==> src/rtl/ram_stream_pkg.sv <==
// Shared types and width helpers for the RAM read streamer.
package ram_stream_pkg;

    typedef enum logic {
        IDLE = 1'b0,
        RUN  = 1'b1
    } state_t;

    // Bit width needed to index 'value' entries, never less than 1.
    function automatic int clog2_safe(input int value);
        return (value <= 2) ? 1 : $clog2(value);
    endfunction

    // Bit width of a counter that must hold 0..max_value inclusive.
    function automatic int count_width(input int max_value);
        return clog2_safe(max_value + 1);
    endfunction

endpackage

==> src/rtl/ram_rd_skid_fifo.sv <==
// Register-based show-ahead FIFO; an incoming word is visible the same cycle
// when the FIFO is empty, so the RAM read latency is not lengthened.
module ram_rd_skid_fifo
    import ram_stream_pkg::*;
#(
    parameter int DEPTH       = 4,
    parameter int DATA_WIDTH  = 33,
    parameter int COUNT_WIDTH = count_width(DEPTH)
) (
    input  logic                   clk,
    input  logic                   rst,
    input  logic                   wr_en,
    input  logic [DATA_WIDTH-1:0]  wr_data,
    input  logic                   rd_en,
    output logic [DATA_WIDTH-1:0]  rd_data,
    output logic                   valid,
    output logic [COUNT_WIDTH-1:0] count
);

    localparam int PW = clog2_safe(DEPTH);

    logic [DATA_WIDTH-1:0]  mem_q [DEPTH];
    logic [PW-1:0]          wr_ptr_q;
    logic [PW-1:0]          rd_ptr_q;
    logic [COUNT_WIDTH-1:0] count_q;
    logic                   empty;
    logic                   do_rd;
    logic                   bypass_rd;
    logic                   stored_rd;
    logic                   do_wr;

    function automatic logic [PW-1:0] ptr_next(input logic [PW-1:0] ptr);
        return (ptr == PW'(DEPTH - 1)) ? '0 : ptr + PW'(1);
    endfunction

    always_comb begin
        empty     = (count_q == '0);
        valid     = !empty || wr_en;
        rd_data   = (empty && wr_en) ? wr_data : mem_q[rd_ptr_q];
        do_rd     = rd_en && valid;
        // A word read straight through while empty is never stored.
        bypass_rd = empty && do_rd;
        stored_rd = do_rd && !empty;
        do_wr     = wr_en && !bypass_rd;
    end

    always_ff @(posedge clk or posedge rst) begin
        if (rst) begin
            for (int i = 0; i < DEPTH; i++) begin
                mem_q[i] <= '0;
            end
            wr_ptr_q <= '0;
            rd_ptr_q <= '0;
            count_q  <= '0;
        end else begin
            if (do_wr) begin
                mem_q[wr_ptr_q] <= wr_data;
                wr_ptr_q        <= ptr_next(wr_ptr_q);
            end
            if (stored_rd) begin
                rd_ptr_q <= ptr_next(rd_ptr_q);
            end
            count_q <= count_q + COUNT_WIDTH'(do_wr) - COUNT_WIDTH'(stored_rd);
        end
    end

    assign count = count_q;

endmodule

==> src/rtl/ram_rd_streamer.sv <==
// Burst read sequencer for a pipelined RAM port, presenting read data as a
// valid/ready stream with a last flag.
//   state | meaning
//   IDLE  | waiting for a burst command; len=0 commands only pulse done
//   RUN   | issuing reads and draining the output FIFO until last word pops
module ram_rd_streamer
    import ram_stream_pkg::*;
#(
    parameter int ADDR_WIDTH  = 8,
    parameter int DATA_WIDTH  = 32,
    parameter int PIPE_STAGES = 2,
    parameter int LEN_WIDTH   = ADDR_WIDTH + 1,
    parameter int FIFO_DEPTH  = PIPE_STAGES + 2
) (
    input  logic                  clk_i,
    input  logic                  rst_i,
    input  logic                  start_i,
    input  logic [ADDR_WIDTH-1:0] base_i,
    input  logic [LEN_WIDTH-1:0]  len_i,
    output logic                  busy_o,
    output logic                  done_o,
    output logic [ADDR_WIDTH-1:0] ram_a_o,
    output logic                  ram_re_o,
    input  logic [DATA_WIDTH-1:0] ram_rd_i,
    output logic [DATA_WIDTH-1:0] m_data_o,
    output logic                  m_valid_o,
    output logic                  m_last_o,
    input  logic                  m_ready_i
);

    localparam int IW = count_width(PIPE_STAGES);
    localparam int CW = count_width(FIFO_DEPTH);

    state_t                 state_q;
    state_t                 state_d;
    logic                   done_q;
    logic                   done_d;
    logic [ADDR_WIDTH-1:0]  base_q;
    logic [LEN_WIDTH-1:0]   remaining_q;
    logic [LEN_WIDTH-1:0]   issued_q;
    logic [IW-1:0]          inflight_q;
    logic [PIPE_STAGES-1:0] tag_v_q;
    logic [PIPE_STAGES-1:0] tag_l_q;

    logic                   accept;
    logic                   empty_cmd;
    logic                   credit_ok;
    logic                   issue;
    logic                   push;
    logic                   pop;
    logic                   fifo_valid;
    logic [DATA_WIDTH:0]    fifo_rd;
    logic [CW-1:0]          fifo_count;

    assign accept    = (state_q == IDLE) && start_i && (len_i != '0);
    assign empty_cmd = (state_q == IDLE) && start_i && (len_i == '0);
    // Every word in flight already owns a FIFO slot, so the FIFO cannot overflow.
    assign credit_ok = (int'(fifo_count) + int'(inflight_q)) < FIFO_DEPTH;
    assign issue     = (state_q == RUN) && (remaining_q != '0) && credit_ok;
    // The RAM output register only advances with re, so keep re high until
    // every tagged read has reached the output.
    assign ram_re_o  = issue || (inflight_q != '0);
    assign ram_a_o   = ADDR_WIDTH'(LEN_WIDTH'(base_q) + issued_q);
    assign push      = ram_re_o && tag_v_q[PIPE_STAGES-1];
    assign pop       = fifo_valid && m_ready_i;

    always_comb begin
        state_d = state_q;
        done_d  = 1'b0;
        case (state_q)
            IDLE: begin
                if (accept) begin
                    state_d = RUN;
                end
                if (empty_cmd) begin
                    done_d = 1'b1;
                end
            end
            RUN: begin
                if (pop && fifo_rd[DATA_WIDTH]) begin
                    state_d = IDLE;
                    done_d  = 1'b1;
                end
            end
            default: state_d = IDLE;
        endcase
    end

    always_ff @(posedge clk_i or posedge rst_i) begin
        if (rst_i) begin
            state_q     <= IDLE;
            done_q      <= 1'b0;
            base_q      <= '0;
            remaining_q <= '0;
            issued_q    <= '0;
            inflight_q  <= '0;
            tag_v_q     <= '0;
            tag_l_q     <= '0;
        end else begin
            state_q <= state_d;
            done_q  <= done_d;

            if (accept) begin
                base_q      <= base_i;
                remaining_q <= len_i;
                issued_q    <= '0;
            end else if (issue) begin
                remaining_q <= remaining_q - LEN_WIDTH'(1);
                issued_q    <= issued_q + LEN_WIDTH'(1);
            end

            if (ram_re_o) begin
                for (int i = PIPE_STAGES - 1; i > 0; i--) begin
                    tag_v_q[i] <= tag_v_q[i-1];
                    tag_l_q[i] <= tag_l_q[i-1];
                end
                tag_v_q[0] <= issue;
                tag_l_q[0] <= issue && (remaining_q == LEN_WIDTH'(1));
            end

            inflight_q <= inflight_q + IW'(issue) - IW'(push);
        end
    end

    ram_rd_skid_fifo #(
        .DEPTH      (FIFO_DEPTH),
        .DATA_WIDTH (DATA_WIDTH + 1)
    ) u_fifo (
        .clk     (clk_i),
        .rst     (rst_i),
        .wr_en   (push),
        .wr_data ({tag_l_q[PIPE_STAGES-1], ram_rd_i}),
        .rd_en   (m_ready_i),
        .rd_data (fifo_rd),
        .valid   (fifo_valid),
        .count   (fifo_count)
    );

    assign busy_o    = (state_q == RUN);
    assign done_o    = done_q;
    assign m_data_o  = fifo_rd[DATA_WIDTH-1:0];
    assign m_valid_o = fifo_valid;
    assign m_last_o  = fifo_valid && fifo_rd[DATA_WIDTH];

endmodule

==> config.mk <==
export PLATFORM = sky130hd
export DESIGN_NAME = ram_rd_streamer
export DESIGN_NICKNAME = d
export VERILOG_FILES = /design/src/rtl/ram_stream_pkg.sv /design/src/rtl/ram_rd_skid_fifo.sv /design/src/rtl/ram_rd_streamer.sv
export SDC_FILE = /design/constraint.sdc
export NUM_CORES = 1
export LEC_CHECK = 0
export BUFFER_PORTS_ARGS = -buffer_cell sky130_fd_sc_hd__buf_2
export CORE_UTILIZATION = 30
export CTS_CLUSTER_SIZE = 12
export DETAILED_ROUTE_END_ITERATION = 6
export MAX_ROUTING_LAYER = met4
export PLACE_DENSITY = 0.5
export REMOVE_ABC_BUFFERS = 1
export SLEW_MARGIN = 15
export SYNTH_ARGS = -nofsm -noshare
export SYNTH_HDL_FRONTEND = slang
export SYNTH_HIERARCHICAL = 1
export SYNTH_SLANG_ARGS = --single-unit
==> constraint.sdc <==
create_clock -name clk_i -period 5.87 [get_ports clk_i]
set_clock_uncertainty 0.2 [all_clocks]
set_input_delay 1.174 -clock clk_i [delete_from_list [all_inputs] [get_ports clk_i]]
set_output_delay 1.174 -clock clk_i [all_outputs]
set_load 0.01 [all_outputs]
### Yosys cells after proc, flatten, opt, wreduce, memory -nomap -nowiden

Index checks and enable logic that the tools add are counted.

| operators by class | value |
|---|---|
| reductions and logical operators | 25 |
| multiplexer cells | 19 |
| bitwise gates (word level) | 3 |
| magnitude comparators | 4 |
| $add $sub $neg | 10 |
| equal/unequal tests | 3 |

Operators with widths:

| operator | count |
|---|---|
| 132-bit bitwise mux | 1 |
| 33-bit 2-to-1 mux | 4 |
| 33-bit binary-select mux with 2-bit select | 1 |
| 33-bit demux with 2-bit select | 1 |
| 9-bit 2-to-1 mux | 4 |
| 9-bit nonzero test | 2 |
| 1-bit logical AND | 15 |
| 9-bit by 1-bit adder with 9-bit output, second input constant | 1 |
| 9-bit by 1-bit == test with 1-bit output, second input constant | 1 |
| 9-bit logical NOT | 1 |
| 9-bit by 1-bit subtractor with 9-bit output, second input constant | 1 |
| 8-bit adder | 1 |
| 3-bit greater-or-equal comparator, second input constant | 2 |
| 2-bit inverter with 3-bit output | 2 |
| 2-bit by 1-bit adder with 2-bit output, second input constant | 2 |
| 3-bit by 2-bit adder with 4-bit output | 1 |
| 2-bit == test, second input constant | 2 |
| 4-bit by 3-bit less-than comparator with 1-bit output, second input constant | 1 |
| 1-bit 2-to-1 mux | 4 |
| 2-bit 2-to-1 mux | 2 |
| 1-bit one-hot mux with 2 select lines | 2 |
| 2-bit nonzero test | 2 |
| 3-bit by 1-bit adder with 3-bit output | 1 |
| 3-bit logical NOT | 1 |
| other kinds (7) | 9 |

| word-level totals | value |
|---|---|
| bits of input ports | 53 |
| logic and storage cells | 79 |
| output and inout port bits | 45 |
| flip-flop bits (word level) | 173 |

### Longest topological paths before layout

Gate-level depths: netlist of the first run.

| depth | value |
|---|---|
| word-level depth | 12 |
| depth in mapped cells | 14 |
| depth with buffers taken out | 14 |

### Hierarchy

The synthesis of the first run kept the hierarchy.

Modules (own cells, without submodules):

| module | seq. area each (µm²) | times used | area an instance (µm²) | cells an instance |
|---|---|---|---|---|
| ram_rd_skid_fifo | 3478.3 | 1 | 6587.6 | 398 |
| ram_rd_streamer | 825.8 | 1 | 1983.2 | 216 |

### Least setup slack after synthesis of the first run

Ideal clock, no wire load.

| timing path | value |
|---|---|
| kind | flip-flop to output port |
| start | register remaining_q[4] |
| end | output port m_data_o[10] |
| path buffers | 2 |
| stages on the path, launching flop included | 11 |
| required time | 4.496 ns |
| slack | 2.106 ns |
| arrival | 2.390 ns |
| path through | dfrtp_1 nor4_4 and4b_4 nor2_8 nor3_2 inv_1 and2_1 and2_1 buf_2 buf_4 mux2_2 |

| between the ends | value |
|---|---|
| longest elaborated chain between the ends | 7 |

Ends and longest elaborated chain:

| what | RTL line | RTL |
|---|---|---|
| from (decl) | ram_rd_streamer.sv:39 | `logic [LEN_WIDTH-1:0] remaining_q;` |
| from (signal assigned) | ram_rd_streamer.sv:105 | `remaining_q <= len_i;` |
| from (signal assigned) | ram_rd_streamer.sv:108 | `remaining_q <= remaining_q - LEN_WIDTH'(1);` |
| 9-bit nonzero test | ram_rd_streamer.sv:59 | `assign issue = (state_q == RUN) && (remaining_q != '0) && credit_ok;` |
| 1-bit logical AND (2 in a row) | ram_rd_streamer.sv:59 |  |
| 1-bit logical OR | ram_rd_streamer.sv:62 | `assign ram_re_o = issue \|\| (inflight_q != '0);` |
| via ram_re_o | ram_rd_streamer.sv:23 | `output logic ram_re_o,` |
| 1-bit logical AND | ram_rd_streamer.sv:64 | `assign push = ram_re_o && tag_v_q[PIPE_STAGES-1];` |
| via push | ram_rd_streamer.sv:49 | `logic push;` |
| 1-bit logical AND | ram_rd_skid_fifo.sv:39 | `rd_data = (empty && wr_en) ? wr_data : mem_q[rd_ptr_q];` |
| 33-bit 2-to-1 mux | ram_rd_skid_fifo.sv:39 |  |
| to (decl) | ram_rd_streamer.sv:25 | `output logic [DATA_WIDTH-1:0] m_data_o,` |

The timed path passes the listed nets, and every way through them passes these cells.

### Final worst setup path of the first run

| timing path | value |
|---|---|
| start | register u_fifo.count_q[1] (netlist: u_fifo/count[1]) |
| end | output port m_data_o[3] |

| between the ends | value |
|---|---|
| longest elaborated chain between the ends | 7 |
| elaborated cells between the ends (all ways) | 8 |
| classes of those cells | 1 x add/sub; 1 x order compare; 1 x mux; 5 x reduce/logical |

Ends and longest elaborated chain:

| what | RTL line | RTL |
|---|---|---|
| from (decl) | ram_rd_skid_fifo.sv:25 | `logic [COUNT_WIDTH-1:0] count_q;` |
| from (signal assigned) | ram_rd_skid_fifo.sv:63 | `count_q <= count_q + COUNT_WIDTH'(do_wr) - COUNT_WIDTH'(stored_rd);` |
| 3-bit by 2-bit adder with 4-bit output | ram_rd_streamer.sv:58 | `assign credit_ok = (int'(fifo_count) + int'(inflight_q)) < FIFO_DEPTH;` |
| 4-bit by 3-bit less-than comparator with 1-bit output | ram_rd_streamer.sv:58 |  |
| 1-bit logical AND | ram_rd_streamer.sv:59 |  |
| 1-bit logical OR | ram_rd_streamer.sv:62 |  |
| 1-bit logical AND | ram_rd_streamer.sv:64 |  |
| via push | ram_rd_streamer.sv:49 |  |
| 1-bit logical AND | ram_rd_skid_fifo.sv:39 |  |
| 33-bit 2-to-1 mux | ram_rd_skid_fifo.sv:39 |  |

The timed path passes the listed nets, and every way through them passes these cells.

==> results.toml, run 1 <==
[clock_network]
clk_transition_reported_paths_ns = 0.07
root_buffer = "clkbuf_16"
post-cts-setup-buffers = 0
tritoncts_clock_tree = "built"
cts.sink_count = 172
cts_inserted_buffers = 17
cts_resized = 0
worstSkewPairLatency_ns = 0.43
cts_max_level = 4
clock_tree.buffer_depth = 2
cts-hold-fix-buffers = 0

[sta]
timing.final.ws_setup_ns = 0.974
finalMaxSlewViolations = 0
timing.final.setup_violations = 0
final-hold-violation-count = 0
final.period_utilization_pct = 83.4
setup_tns_ns = 0
timing.slew.headroom_pct = 28.0
fin_crit_ns = 4.90
maxClockFrequency_ghz = 0.204
rsz_0062_raised_after_global_routing = "no"
slew_at_the_pin_closest_to_its_max_slew_limit_ns = 1.08

[synth]
synthSimpleGateAreaFrac_pct = 7.49
yosys.area_share.adder_pct = 3.53
synth_sequential_area_ratio_pct = 50.2
post_synth_xor_xnor_area_pct = 1.43
synth_area_um2 = 8570
synth_top_family_by_area = "multiplexers"
synth_seq_cells = 172
synthesized_instance_count = 614
ys_dominant_reg_cell = "dfrtp_1"
yosys_warnings = 6
synthDistinctLibCells = 47
share_of_the_synthesized_area_in_compound_gates_ao_oa_aoi_oai_pct = 2.41
synth_enable_flop_cells = 0
muxShareOfSynthArea_pct = 31.4
postSynth.asyncResetShare_pct = 100
synth_area_per_cell_um2 = 14.0

[setup_path]
timing.rr.end = "u_fifo/count[2]$_DFF_PP0_"
timing.reg2reg.setup_slack_ns = 2.51
path_class = "flip-flop to output port"
start_kind = "flip-flop"
worst_path_largest_cell_delay_ns = 0.46
critical_path.max_fanout = 21
ordered_list_of_cells_on_the_worst_path = "ha_1 > nand3_1 > nand3_2 > nor2_8 > nor3_2 > inv_1 > and2_1 > and2_2 > buf_4 > mux2_2 > buf_2"
worst_r2r_start = "u_fifo/count[1]$_DFF_PP0_"
r2r_cells = 14
timing.critical_path.max_delay_family = "simple AND/OR/NAND/NOR gates"
critPathBufInv = 3
cp_data_required_time_ns = 4.50
cp_slowest_cell = "and2_2"
critPathCaptureType = "output port"
cp.arrival_ns = 3.52

[die]
die_area_um2 = 29200
die_x_extent_um = 171
floorplan.die.height_um = 171
pin_count = 98
placement_rows = 61
start_util_pct = 30.7
floorplan.core_area_um2 = 27900

[power_and_ir_drop]
total_power_w = 0.00602
total_leakage_power_nw = 4.34
internal_power_w = 0.00389
ir_worst_vdd_mv = 0.305
power_per_cell_area_nw_per_um2 = 601
power.sequential.fraction_pct = 36.0
clkPwrFrac_pct = 18.9
net-switching-power_w = 0.00213
pwr-share-comb_pct = 45.1
sw_frac_of_total_pct = 35.4

[run_status]
result_of_the_run = "complete, no violations"

[layout]
num-fill-cells = 2802
stdcell_area_um2 = 10000
synthToLayoutAreaGrowth_pct = 16.9
number_of_nets_in_the_finished_design = 788
most-common-layout-cells = "mux2_2 (171), dfrtp_1 (171), buf_2 (97), nand2_1 (49), mux4_2 (33)"
layout-drive-gt1-share_pct = 49.5
finalNonFillerCells = 1105

[routing]
final_wirelength_um = 18600
first_pass_iters = 4
route.detailed.drc = 0
route.met3.wl_um = 859
wl_per_cell_um = 16.8
met2_routed_wirelength_um = 8660
detailroute.via_count = 5214
highest_layer = "met4"
drtIter0Drc = 202
routed_via_density = 4.72
drt-met1-wl_um = 8920
detail-route-antenna-nets = 0

[global_route]
grt_remaining_overflow = 0
global_route_wire_length_before_repair_um = 30300
number_of_global_route_vias_before_repair = 5461
largest_net_degree_at_the_start_of_global_routing = 109
track_usage_pct = 14.0
antenna_found_initial = 2

[hold_path]
count_of_cells_along_the_worst_hold_path = 2
hold_path_startpoint = "base_q[5]$_DFFE_PP0P_"
hold_end = "base_q[5]$_DFFE_PP0P_"
hold_path_class = "flip-flop to flip-flop"

[placement]
gp_congestion = 0.776
placed_cell_area_um2 = 9400
setup_slack_at_placement_ns = 1.39
post-dp-hpwl_um = 11900
io_buffer_count = 97
placedCellCount = 1071

[job]
drv_cap = 0
## synthesized netlist by cell type, types with 3 or more instances
cell	n	area (µm²)
nor2_1	15	56.3
ha_1	21	263
buf_6	13	146
mux4_2	33	743
or4_1	3	22.5
mux2_2	171	1930
xor2_1	4	35.0
buf_2	3	15.0
xnor2_1	10	87.6
nand4_1	5	31.3
nand3_1	12	60.1
nand2b_1	5	31.3
nor2_2	4	25.0
a21oi_1	4	20.0
and2_1	3	18.8
buf_4	6	45.0
nor3_1	8	40.0
nand2_1	49	184
nor2b_1	4	25.0
dfrtp_1	172	4300
clkbuf_1	6	22.5
o31ai_1	3	22.5
o21ai_0	8	40.0
o211ai_1	3	22.5
inv_1	19	71.3
## layer usage
metal / vias up / track usage, %
met5: - / -
met4: 0 / 3.69
met3: 8 / 3.35
met2: 104 / 21.7
met1: 2665 / 18.2
li1: 2437 / -
## metrics by stage
stage          utilization [%]  hold WS [ns]
6_report                  35.9         0.287
5_1_grt                   35.9         0.317
4_1_cts                   35.8         0.290
3_5_place_dp              33.7         0.274
3_3_place_gp              33.7         0.267
2_1_floorplan                -         0.243
## worst reg2reg max path, cell delays in order, from the launching register on
cell	delay (ns)
dfrtp_1	0.45
ha_1	0.30
nand3_1	0.10
nand3_2	0.22
nor2_8	0.22
nor3_2	0.07
inv_1	0.08
and2_1	0.27
nand2b_1	0.15
ha_1	0.30
inv_1	0.04
ha_1	0.18
fa_1	0.37
xor2_1	0.16
xnor2_1	0.13
## layout make-up
cell class | instances | area [µm²] | share of cell area [%]
Antenna cell | 2 | 5.00 | 0.0500
Clock buffer | 18 | 439 | 4.38
Clock inverter | 14 | 170 | 1.70
Inverter | 20 | 80.1 | 0.799
Multi-Input combinational cell | 394 | 3980 | 39.8
Sequential cell | 172 | 4310 | 43.0
Tap cell | 378 | 473 | 4.72
Timing Repair Buffer | 107 | 561 | 5.60
## sequential cells by signal, indices dropped and copies added (netlist names)
name,cells
remaining_q,9
done_o,1
base_q,8
u_fifo/mem_q,132
tag_v_q,2
u_fifo/count,3
busy_o,1
inflight_q,2
u_fifo/rd_ptr_q,2
tag_l_q,2
issued_q,8
u_fifo/wr_ptr_q,2
## power groups by stage
stage | Clock [W] | Sequential [W] | Combinational [W]
final | 0.00114 | 0.00217 | 0.00271
after global placement | 0 | 0.00219 | 0.00273
after floorplan | 0 | 0.00210 | 0.00202
after detailed placement | 0 | 0.00220 | 0.00275
after CTS | 0.00119 | 0.00218 | 0.00277
after global routing | 0.00123 | 0.00226 | 0.00300
## how the worst max path moves through the flow
stage	start	to	slack (ns)	cells past startpoint
6_report	u_fifo/count[1]$_DFF_PP0_	m_data_o[3]	0.97	11
5_1_grt	u_fifo/count[1]$_DFF_PP0_	m_data_o[29]	0.71	11
4_1_cts	u_fifo/count[1]$_DFF_PP0_	m_data_o[18]	0.91	11
3_5_place_dp	u_fifo/count[1]$_DFF_PP0_	m_data_o[18]	1.39	11
3_3_place_gp	u_fifo/count[1]$_DFF_PP0_	m_data_o[31]	1.51	11
2_1_floorplan	rst_i	u_fifo/count[0]$_DFF_PP0_	0.77	1
## cells by family (layout without fill, tap and decap cells)
| kind of cell | after synthesis | after routing |
|---|---|---|
| compound gates | 30 | 30 |
| mux | 206 | 206 |
| other cells | 0 | 2 |
| fa+ha+maj | 23 | 23 |
| simple gates | 121 | 121 |
| buf+inv | 48 | 159 |
| flops | 172 | 172 |
| xor+xnor | 14 | 14 |
Power figures use the tool's default switching activity.
==> inputs of run 2 (changes only) <==
- PLACE_DENSITY: 0.5 -> 0.51
- clock period: 5.87 -> 4 ns (I/O delays scaled with it)
==> run 2 against run 1 <==
  * Worst setup slack got worse by 0.78 ns
  * Sequential share of layout area decreased by 0.61 points
  * Critical path depth did not move
  * Cell count rose by 0.90%
  * Clock-buffer cell count unchanged
  * Utilization up 0.52 points
  * Critical endpoint is now m_data_o[21]
  * Clock power rose by 46%
  * Global-route usage fell by 0.23 points
  * Die area did not move
  * Routed wire length shrank 1.8%
==> results.toml, run 2 (synthesis gave the netlist of run 1 again) <==
[power_and_ir_drop]
clkPwrFrac_pct = 18.6
ir_worst_vdd_mv = 0.435
sw_frac_of_total_pct = 35.1
pwr-share-comb_pct = 46.3
total_leakage_power_nw = 4.41
internal_power_w = 0.00578
power.sequential.fraction_pct = 35.1
net-switching-power_w = 0.00313
power_per_cell_area_nw_per_um2 = 877

[sta]
slew_at_the_pin_closest_to_its_max_slew_limit_ns = 0.929
maxClockFrequency_ghz = 0.263
final-hold-violation-count = 0
fin_crit_ns = 3.81
rsz_0062_raised_after_global_routing = "no"
timing.slew.headroom_pct = 37.8
timing.final.setup_violations = 0
final.period_utilization_pct = 95.1
finalHoldWorstSlack_ns = 0.288
timing.final.ws_setup_ns = 0.194
finalMaxSlewViolations = 0

[layout]
layout-drive-gt1-share_pct = 50.4
max_reg_flops = 132
reg_top3 = "u_fifo/mem_q: 132 flops, remaining_q: 9 flops"
final_util_pct = 36.4
finalNonFillerCells = 1115
multi_input_area_um2 = 4000
stdcell_area_um2 = 10200
number_of_nets_in_the_finished_design = 797
sequential_cell_area_um2 = 4310
synthToLayoutAreaGrowth_pct = 18.6
largest_register = "u_fifo/mem_q"
num-fill-cells = 2770
most-common-layout-cells = "mux2_2 (171), dfrtp_1 (171), buf_2 (97), nand2_1 (49), mux4_2 (33)"

[hold_path]
hold_path_class = "flip-flop to flip-flop"

[routing]
highest_layer = "met4"
drtIter0Drc = 157
drt-met1-wl_um = 8560
detail-route-antenna-nets = 0
wl_per_cell_um = 16.4
route.detailed.drc = 0
detailroute.via_count = 5202
met2_routed_wirelength_um = 8770
final_wirelength_um = 18200
first_pass_iters = 4
routed_via_density = 4.67
route.met3.wl_um = 792

[clock_network]
clock_tree.buffer_depth = 2
root_buffer = "clkbuf_16"
cts.sink_count = 172
worstSkewPairLatency_ns = 0.43
cts_max_level = 4
tritoncts_clock_tree = "built"
clk_transition_reported_paths_ns = 0.07
cts_inserted_buffers = 17

[global_route]
antenna_found_initial = 3
track_usage_pct = 13.7
number_of_global_route_vias_before_repair = 5451
largest_net_degree_at_the_start_of_global_routing = 88
global_route_wire_length_before_repair_um = 29800
grt_remaining_overflow = 0

[setup_path]
critPathCaptureType = "output port"
start_kind = "flip-flop"
path_class = "flip-flop to output port"
cp.arrival_ns = 2.81
cp_data_required_time_ns = 3.00
critical_path.max_fanout = 9

[run_status]
result_of_the_run = "complete, no violations"

[die]
die_area_um2 = 29200
pin_count = 98
floorplan.core_area_um2 = 27900
die_x_extent_um = 171
placement_rows = 61
start_util_pct = 30.7
floorplan.die.height_um = 171

[placement]
setup_slack_at_placement_ns = 0.315
gp_congestion = 0.770
placed_cell_area_um2 = 9510
placedCellCount = 1077
io_buffer_count = 97
post-dp-hpwl_um = 12100

[job]
drv_cap = 0
## run 2: area by class of cell
type	count	share of cell area, %
clock inverters	14	1.60
multi-input cells	394	39.4
clock buffers	18	4.32
diodes	3	0.0739
flip-flops and latches	172	42.4
inverters	20	0.788
well taps	378	4.65
repair buffers	116	6.80
## run 2: path summary, 6_finish.rpt
path / slack [ns] / to / startpoint / depth (start not counted)
setup / recovery: 0.19 / m_data_o[21] / inflight_q[1]$_DFF_PP0_ / 11
hold / removal: 0.29 / base_q[6]$_DFFE_PP0P_ / base_q[6]$_DFFE_PP0P_ / 2
setup reg to reg: 0.74 / u_fifo/count[2]$_DFF_PP0_ / inflight_q[1]$_DFF_PP0_ / 15
hold reg to reg: 0.29 / base_q[6]$_DFFE_PP0P_ / base_q[6]$_DFFE_PP0P_ / 2
max in group asynchronous: 2.48 / u_fifo/mem_q[24]$_DFFE_PP0P_ / rst_i / 3
min in group asynchronous: 0.30 / base_q[5]$_DFFE_PP0P_ / rst_i / 3
## run 2: power by group through the flow
| stage | clock, W | sequential (W) | combinational (W) |
|---|---|---|---|
| after floorplan | 0 | 0.00308 | 0.00296 |
| after global placement | 0 | 0.00315 | 0.00414 |
| after detailed placement | 0 | 0.00316 | 0.00416 |
| after CTS | 0.00174 | 0.00313 | 0.00419 |
| after global routing | 0.00181 | 0.00325 | 0.00457 |
| final | 0.00166 | 0.00312 | 0.00413 |
## run 2: stage by stage
step / total power, W / setup TNS (ns)
CTS: 0.00906 / 0
global placement: 0.00729 / 0
floorplan: 0.00604 / -100.71
finish: 0.00891 / 0
global route: 0.00963 / 0
detailed placement: 0.00732 / 0
## run 2: repair_timing
action / 4_1_cts / 5_1_grt
resized for setup: 1 / 4
cloned: 0 / 0
buffers inserted: 1 / 2
hold buffers: 0 / 0
pin swaps: 0 / 3
endpoints found under the setup margin: 23 / 32
## run 2: worst max-delay path: stages (launching register included)
cell,delay [ns]
dfrtp_1,0.45
ha_1,0.31
nand3_1,0.12
nand3_4,0.16
nor2_8,0.17
nor3_4,0.06
inv_1,0.07
and2_1,0.14
and2_4,0.19
buf_4,0.20
mux2_2,0.37
buf_2,0.14
## run 2: layer usage
layer	GRT usage, %	vias up
li1	-	2454
met1	17.5	2643
met2	21.9	99
met3	3.61	6
met4	3.03	0
met5	-	-
==> inputs of run 3 (changes only) <==
- BUFFER_PORTS_ARGS: -buffer_cell sky130_fd_sc_hd__buf_2 -> default
- DONT_BUFFER_PORTS: default -> 1
- PLACE_DENSITY: 0.51 -> 0.48
==> run 3 against run 2 <==
  * Worst setup slack lost 0.049 ns
  * Utilization fell by 1.8 points
  * Fmax fell by 1.3%
  * Global-route usage is 0.52 points higher
  * Routed wire length is 3.8% higher
  * Power shrank 3.8%
  * Flip-flop and latch count unchanged
  * Clock-buffer cell count unchanged
  * Via count shrank 4.1%
  * Critical endpoint is now m_data_o[18]
  * Highest routed layer unchanged
==> results.toml, run 3 (synthesis gave the netlist of run 1 again) <==
[sta]
finalMaxSlewViolations = 0
timing.final.setup_violations = 0
final-hold-violation-count = 0
timing.final.ws_setup_ns = 0.146
final.period_utilization_pct = 96.4
timing.slew.headroom_pct = 32.8
maxClockFrequency_ghz = 0.259
fin_crit_ns = 3.85
slew_at_the_pin_closest_to_its_max_slew_limit_ns = 1.01

[setup_path]
timing.reg2reg.setup_slack_ns = 0.66
timing.rr.end = "u_fifo/count[2]$_DFF_PP0_"
r2r_cells = 14
path_class = "flip-flop to output port"
critical_path.max_fanout = 11
cp_data_required_time_ns = 3.00
critPathCaptureType = "output port"
cp.arrival_ns = 2.85
start_kind = "flip-flop"
worst_r2r_start = "remaining_q[4]$_DFFE_PP0P_"

[layout]
final_util_pct = 34.6
layout-drive-gt1-share_pct = 43.1
num-fill-cells = 2763
largest_register = "u_fifo/mem_q"
number_of_nets_in_the_finished_design = 699
most_common_cell_after_layout_fill_and_taps_aside = "mux2_2"
n_antenna_cell = 0
max_reg_flops = 132
reg_top3 = "u_fifo/mem_q: 132 flops, remaining_q: 9 flops"
stdcell_area_um2 = 9670
most-common-layout-cells = "mux2_2 (171), dfrtp_1 (169), nand2_1 (49), mux4_2 (33), ha_1 (21)"
synthToLayoutAreaGrowth_pct = 12.8

[routing]
first_pass_iters = 4
highest_layer = "met4"
met2_routed_wirelength_um = 9410
route.met3.wl_um = 964
detail-route-antenna-nets = 0
final_wirelength_um = 18900
drtIter0Drc = 212
drt-met1-wl_um = 8330
wl_per_cell_um = 18.7
route.detailed.drc = 0
routed_via_density = 4.92
detailroute.via_count = 4990

[global_route]
largest_net_degree_at_the_start_of_global_routing = 110
grt_remaining_overflow = 0
track_usage_pct = 14.3
global_route_wire_length_before_repair_um = 30600
number_of_global_route_vias_before_repair = 5549
antenna_found_initial = 0

[clock_network]
tritoncts_clock_tree = "built"
cts_max_level = 4
clk_transition_reported_paths_ns = 0.07
worstSkewPairLatency_ns = 0.43
clock_tree.buffer_depth = 2
cts_inserted_buffers = 17
root_buffer = "clkbuf_16"
cts.sink_count = 172

[job]
drv_cap = 0

[die]
die_area_um2 = 29200
floorplan.die.height_um = 171
pin_count = 98
placement_rows = 61
floorplan.core_area_um2 = 27900
die_x_extent_um = 171
start_util_pct = 30.7

[power_and_ir_drop]
ir_worst_vdd_mv = 0.351
total_leakage_power_nw = 4.00
power_per_cell_area_nw_per_um2 = 886

[placement]
gp_congestion = 0.813
io_buffer_count = 0
post-dp-hpwl_um = 12500
setup_slack_at_placement_ns = 0.365
placed_cell_area_um2 = 9030

[run_status]
result_of_the_run = "complete, no violations"

[hold_path]
hold_path_class = "input pin to async pin"
==> run 3: changes by cell type in the layout (fill, tap and decap cells not counted), sizes merged <==
cell / change
buf: -99
clkinv: +2
diode: -3
dlygate4sd3: +1
inv: -2
==> run 3: worst max-delay path: stages (launching register included) <==
cell	delay, ns
dfrtp_1	0.46
nor4_4	0.36
and4b_4	0.35
nor2_8	0.06
nor3_4	0.18
inv_2	0.10
and2_1	0.18
and2_2	0.21
buf_6	0.16
mux2_2	0.35
==> run 3: cell type report <==
| class | count | area, µm² | share of cell area, % |
|---|---|---|---|
| inverter | 20 | 80.1 | 0.828 |
| tap | 378 | 473 | 4.89 |
| multi-input combinational | 394 | 4010 | 41.4 |
| clock inverter | 14 | 144 | 1.49 |
| clock buffer | 18 | 439 | 4.54 |
| timing repair buffer | 18 | 216 | 2.24 |
| sequential | 172 | 4310 | 44.6 |
==> run 3: worst max-delay path by stage <==
stage                                     end                  startpoint  cells past startpoint
floorplan           u_fifo/count[0]$_DFF_PP0_                       rst_i                      1
global placement                 m_data_o[23]   u_fifo/count[1]$_DFF_PP0_                     10
detailed placement               m_data_o[24]   u_fifo/count[1]$_DFF_PP0_                     10
CTS                              m_data_o[18]  remaining_q[4]$_DFFE_PP0P_                      9
global route                     m_data_o[18]  remaining_q[4]$_DFFE_PP0P_                      9
finish                           m_data_o[18]  remaining_q[4]$_DFFE_PP0P_                      9
==> run 3: metal layers <==
metal  global-route usage, %  vias to the layer above
met4                    3.77                        0
met3                    3.68                       19
met2                    23.6                       98
met1                    17.2                     2613
li1                        -                     2260
met5                       -                        -
==> run 3: what timing repair did <==
action | in CTS | in global routing
gates resized for setup | 2 | 7
hold buffers | 1 | 0
gates cloned | 0 | 0
hold endpoints to repair | 6 | 0
buffers inserted | 0 | 0
pin swaps | 1 | 0
endpoints found under the setup margin | 31 | 33
==> run 3: power by group <==
part | internal [W] | switching (W) | total [W]
Sequential | 0.00259 | 0.000602 | 0.00319
Clock | 0.000848 | 0.000775 | 0.00162
Combinational | 0.00205 | 0.00170 | 0.00375
==> run 3: per-stage QoR <==
step           hold WS (ns)  total power (W)  instances  setup TNS, ns
2_1_floorplan         0.243          0.00604        586        -100.71
3_3_place_gp          0.266          0.00687        981              0
3_5_place_dp          0.271          0.00702        981              0
4_1_cts               0.259          0.00869       1014              0
5_1_grt               0.265          0.00921       1014        -0.0217
6_report              0.272          0.00857       1014              0
